===== src/rtl/shift_add_mul_pkg.sv =====
// Shared constants for the shift-and-add multiplier: state encoding, default
// operand width and the iteration-counter width helper.
package mul_pkg;

  localparam int DEF_WIDTH = 4;

  localparam logic [1:0] IDLE = 2'b00;
  localparam logic [1:0] CALC = 2'b01;
  localparam logic [1:0] DONE = 2'b10;

  function automatic int cnt_w(input int w);
    return $clog2(w) + 1;
  endfunction

endpackage


===== src/rtl/shift_add_mul_radd.sv =====
// WIDTH-bit ripple-carry adder built from full-adder cells; sum plus carry-out.
module radd_w #(
  parameter int WIDTH = 4
) (
  input  logic [WIDTH-1:0] x,
  input  logic [WIDTH-1:0] y,
  output logic [WIDTH-1:0] sum,
  output logic             cout
);

  logic [WIDTH:0] c;

  assign c[0] = 1'b0;

  for (genvar i = 0; i < WIDTH; i++) begin : g_fa
    assign sum[i]  = x[i] ^ y[i] ^ c[i];
    assign c[i+1]  = (x[i] & y[i]) | (x[i] & c[i]) | (y[i] & c[i]);
  end

  assign cout = c[WIDTH];

endmodule


===== src/rtl/shift_add_mul.sv =====
// Sequential unsigned WIDTH x WIDTH shift-and-add multiplier with start/done handshake.
// Optional ZERO_SKIP_EN: a zero operand finishes straight from the accept edge.
//
// state | meaning
// IDLE  | waiting for start, product held
// CALC  | one add/shift iteration per clock, busy=1
// DONE  | single-cycle done pulse, result valid; start here restarts back-to-back
module shift_add_mul
  import mul_pkg::*;
#(
  parameter int WIDTH = DEF_WIDTH
) (
  input  logic               clk,
  input  logic               rst,
  input  logic               start,
  input  logic [WIDTH-1:0]   a,
  input  logic [WIDTH-1:0]   b,
  output logic [2*WIDTH-1:0] product,
  output logic               busy,
  output logic               done
);

  localparam int CW = cnt_w(WIDTH);

  logic [1:0]       state;
  logic [1:0]       state_nxt;
  logic [WIDTH-1:0] mcand;
  logic [CW-1:0]    count;
  logic [WIDTH-1:0] sum;
  logic             carry;
  logic             accept;
  logic             last;
  logic             skip_zero;

  radd_w #(.WIDTH(WIDTH)) u_radd (
    .x    (product[2*WIDTH-1:WIDTH]),
    .y    (mcand),
    .sum  (sum),
    .cout (carry)
  );

  assign accept = start && ((state == IDLE) || (state == DONE));
  assign last   = (count == CW'(WIDTH - 1));

`ifdef ZERO_SKIP_EN
  assign skip_zero = (a == '0) || (b == '0);
`else
  assign skip_zero = 1'b0;
`endif

  always_ff @(posedge clk or posedge rst) begin
    if (rst) state <= IDLE;
    else     state <= state_nxt;
  end

  always_comb begin
    state_nxt = state;
    case (state)
      IDLE, DONE: begin
        if (start)              state_nxt = skip_zero ? DONE : CALC;
        else if (state == DONE) state_nxt = IDLE;
      end
      CALC:    if (last) state_nxt = DONE;
      default: state_nxt = IDLE;
    endcase
  end

  always_comb begin
    busy = (state == CALC);
    done = (state == DONE);
  end

  // Carry-out lands in the product MSB on the same shift, so no add overflow is lost.
  always_ff @(posedge clk or posedge rst) begin
    if (rst) begin
      product <= '0;
      mcand   <= '0;
      count   <= '0;
    end else if (accept) begin
      mcand   <= a;
      count   <= '0;
      product <= skip_zero ? '0 : {{WIDTH{1'b0}}, b};
    end else if (state == CALC) begin
      if (product[0]) product <= {carry, sum, product[WIDTH-1:1]};
      else            product <= {1'b0, product[2*WIDTH-1:1]};
      count <= count + CW'(1);
    end
  end

endmodule


===== config.mk =====
export PLATFORM = sky130hd
export DESIGN_NAME = shift_add_mul
export DESIGN_NICKNAME = d
export VERILOG_FILES = /design/src/rtl/shift_add_mul_pkg.sv /design/src/rtl/shift_add_mul_radd.sv /design/src/rtl/shift_add_mul.sv
export SDC_FILE = /design/constraint.sdc
export NUM_CORES = 1
export LEC_CHECK = 0
export BUFFER_PORTS_ARGS = -buffer_cell sky130_fd_sc_hd__buf_2
export CELL_PAD_IN_SITES_DETAIL_PLACEMENT = 1
export CELL_PAD_IN_SITES_GLOBAL_PLACEMENT = 1
export CORE_ASPECT_RATIO = 1.1
export CORE_MARGIN = 2
export CORE_UTILIZATION = 36
export DETAILED_ROUTE_END_ITERATION = 16
export HOLD_SLACK_MARGIN = 0.05
export PLACE_DENSITY_LB_ADDON = 0.1
export SLEW_MARGIN = 20
export SYNTH_ARGS = -nofsm -noshare
export SYNTH_HDL_FRONTEND = slang
export SYNTH_SLANG_ARGS = --single-unit

===== constraint.sdc =====
create_clock -name clk -period 2.15 [get_ports clk]
set_input_delay 0 -clock clk [delete_from_list [all_inputs] [get_ports clk]]
set_output_delay 0 -clock clk [all_outputs]
set_load 0.01 [all_outputs]

==> out/results.ini <==
[run_status]
outcome = complete, no violations

[synthesis]
yosysTopAreaCell = dfrtp_1
synth_edf_count = 0
async_flop_share = 1.00
synth-seq-cells = 17
synth.net_count = 76
syn_area_um2 = 836
yosys-top-cells-area = dfrtp_1 (51%), fa_1 (7.2%), mux2_2 (5.4%), mux2i_1 (4.8%), ha_1 (4.5%)
syn_inst = 59
synth.distinct_cells = 22
yosys_warnings = 0
synth_commonest_cells = dfrtp_1 (17), a22o_1 (4), mux2_2 (4), mux2i_1 (4), o2bb2ai_1 (4)
yosysSeqAreaShare = 0.509
syn_area_per_cell_um2 = 14.2
synth.most_common_cell = dfrtp_1
yosys.area.top_type_share = 0.509
synthFlopType = dfrtp_1

[finish]
drive_above_1_share = 0.385
area_growth_pct = 30.4
fin_nets = 109
multiInputGateArea_um2 = 379
seq_area_um2 = 425
stdcell_count = 121
fin_area_um2 = 1090
nFillCells = 242
num_antenna_cells = 0

[setup_path]
arrival_ns = 2.20
crit_fanout = 2
crit_path_max_incr_delay_ns = 0.43
cp-end-kind = register
cp_cell_sequence = ha_2 > fa_2 > fa_2 > fa_1 > mux2i_1 > o2bb2ai_1
path_class = register to register
crit_slowest_cell = fa_1
crit_top_cell = fa_2
cp-start-kind = register
cp.required_ns = 2.32

[sta]
fmax_mhz = 492
holdWs_ns = 0.304
finalCriticalPeriod_ns = 2.03
worst_slew_pin_slew_ns = 0.664
timing_hold_violations_final = 0
drv_slew = 0
fin_setup_tns_ns = 0
finalSetupViolCount = 0
fin_crit_sh = 0.946
finClkSkew_ns = 0.000868
rsz0062_at_grt = no
slew-limit-headroom = 0.557

[drt]
route.detailed.drc = 0
ant_nets = 0
vias_per_cell = 4.91
drt-wirelength-per-cell_um = 13.6
routed_wl_mm = 1.65
first_iter_violations = 0
vias = 594
firstDrtPassIters = 1

[cts]
cts_tree = built
cts_buffers = 3
clkLatencyLatePin_ns = 0.29
cts_sinks = 17
clkTransAtPathRegs_ns = 0.10
h-tree-depth = 1
cts_root_buf = clkbuf_4
ctsLongestPathBuffers = 2

[power]
clkPwrFrac = 0.113
power_mw = 1.54
switching_share = 0.391
p_leak_nw = 0.530
power_density_nw_per_um2 = 1410
p_seq_frac = 0.396
ir_worst_vdd_mv = 0.660
p_int_mw = 0.935
pwr-share-comb = 0.492
p_switching_mw = 0.600

[floorplan]
fp.coreArea_um2 = 2230
die_area_um2 = 2720
die_h_um = 54.5
start_util = 0.375
io_pins = 21
die_x_um = 49.9
rows = 18

[global_route]
overflow = 0
grt_pass1_vias = 589
grt_max_degree = 18
grt_pass1_wl_mm = 2.73
antenna_found_initial = 0
track_usage = 0.137

[run]
max-cap-violations = 0

[min_path]
hold_path_class = input port to register

[placed_design]
dp.cells = 108
gp_congestion = 0.687
io_buffer_count = 20
post_dp_cell_area_um2 = 966
dpl.hpwl_mm = 1.17

-- path summary, 6_finish.rpt --
check                             end  slack, ns  depth (start not counted)        from
max                        product[6]       0.12                          6  product[4]
min                          state[0]       0.30                          4       start
max reg2reg                product[6]       0.12                          6  product[4]
min reg2reg                  count[2]       0.51                          1    count[2]
max in group asynchronous    mcand[3]       1.38                          3         rst
min in group asynchronous  product[3]       0.35                          3         rst
-- power groups by stage --
| stage | clock, mW | combinational (mW) | sequential, mW |
|---|---|---|---|
| finish | 0.173 | 0.755 | 0.608 |
| global route | 0.194 | 0.841 | 0.634 |
| CTS | 0.180 | 0.775 | 0.612 |
| detailed placement | 0 | 0.758 | 0.617 |
| global placement | 0 | 0.737 | 0.611 |
| floorplan | 0 | 0.568 | 0.603 |
-- layout by cell type (no fill, tap or decap) --
| master | count |
|---|---|
| clkbuf_1 | 1 |
| dfrtp_1 | 17 |
| and2_1 | 1 |
| a32o_1 | 1 |
| nand2b_1 | 1 |
| ha_2 | 1 |
| buf_2 | 20 |
| a22o_1 | 4 |
| nor2_8 | 1 |
| mux2_2 | 4 |
| fa_1 | 1 |
| o2bb2ai_1 | 4 |
| a21o_1 | 3 |
| buf_4 | 2 |
| inv_6 | 1 |
| dlygate4sd3_1 | 9 |
| inv_1 | 2 |
| a211oi_1 | 1 |
| nor2b_1 | 3 |
| mux2_4 | 1 |
| clkbuf_4 | 3 |
| o21bai_1 | 1 |
| mux2i_1 | 4 |
| fa_2 | 2 |
| a21oi_1 | 1 |
| ha_1 | 2 |
-- critical path, delay by kind of cell, from the launching register on --
family / cells / cell delay (ns)
AO/OA/AOI/OAI: 1 / 0.07
adder cells (fa/ha/maj): 4 / 1.30
flip-flops: 1 / 0.40
multiplexers: 1 / 0.15
-- final cells by class --
class	count	area share
repair buffers	31	0.188
multi-input cells	36	0.348
clock buffers	4	0.0241
well taps	30	0.0344
flip-flops and latches	17	0.390
inverters	3	0.0149
-- kinds of logic after synthesis --
group / synth area share
muxes: 0.120
DFF: 0.509
buffers and inverters: 0.0464
AOI/OAI and AO/OA: 0.147
adders and majority gates: 0.117
and+or+nand+nor: 0.0614
-- per-stage QoR --
stage	utilization	worst slack [ns]
2_1_floorplan	-	0.0236
3_3_place_gp	0.433	0.0484
3_5_place_dp	0.433	-0.00675
4_1_cts	0.487	0.0127
5_1_grt	0.489	0.00849
6_report	0.489	0.117
-- registers in the layout (all words and copies together), names as in the netlist --
name,count
product,8
state,2
count,3
mcand,4
-- repair_timing --
action	4_1_cts	5_1_grt
cloned	0	0
buffers inserted	0	0
gates resized for setup	1	2
hold buffers	9	0
hold endpoints to repair	25	0
pin swaps	0	1
endpoints found under the setup margin	1	1
-- metal layers --
metal  vias to the layer above  share of wire  GRT usage
li1                        276              -          -
met3                         5          0.044     0.0273
met1                       297           0.45      0.181
met4                         0          0.020     0.0694
met2                        16           0.49      0.218
met5                         -              0          0
Power figures use the tool's default switching activity.
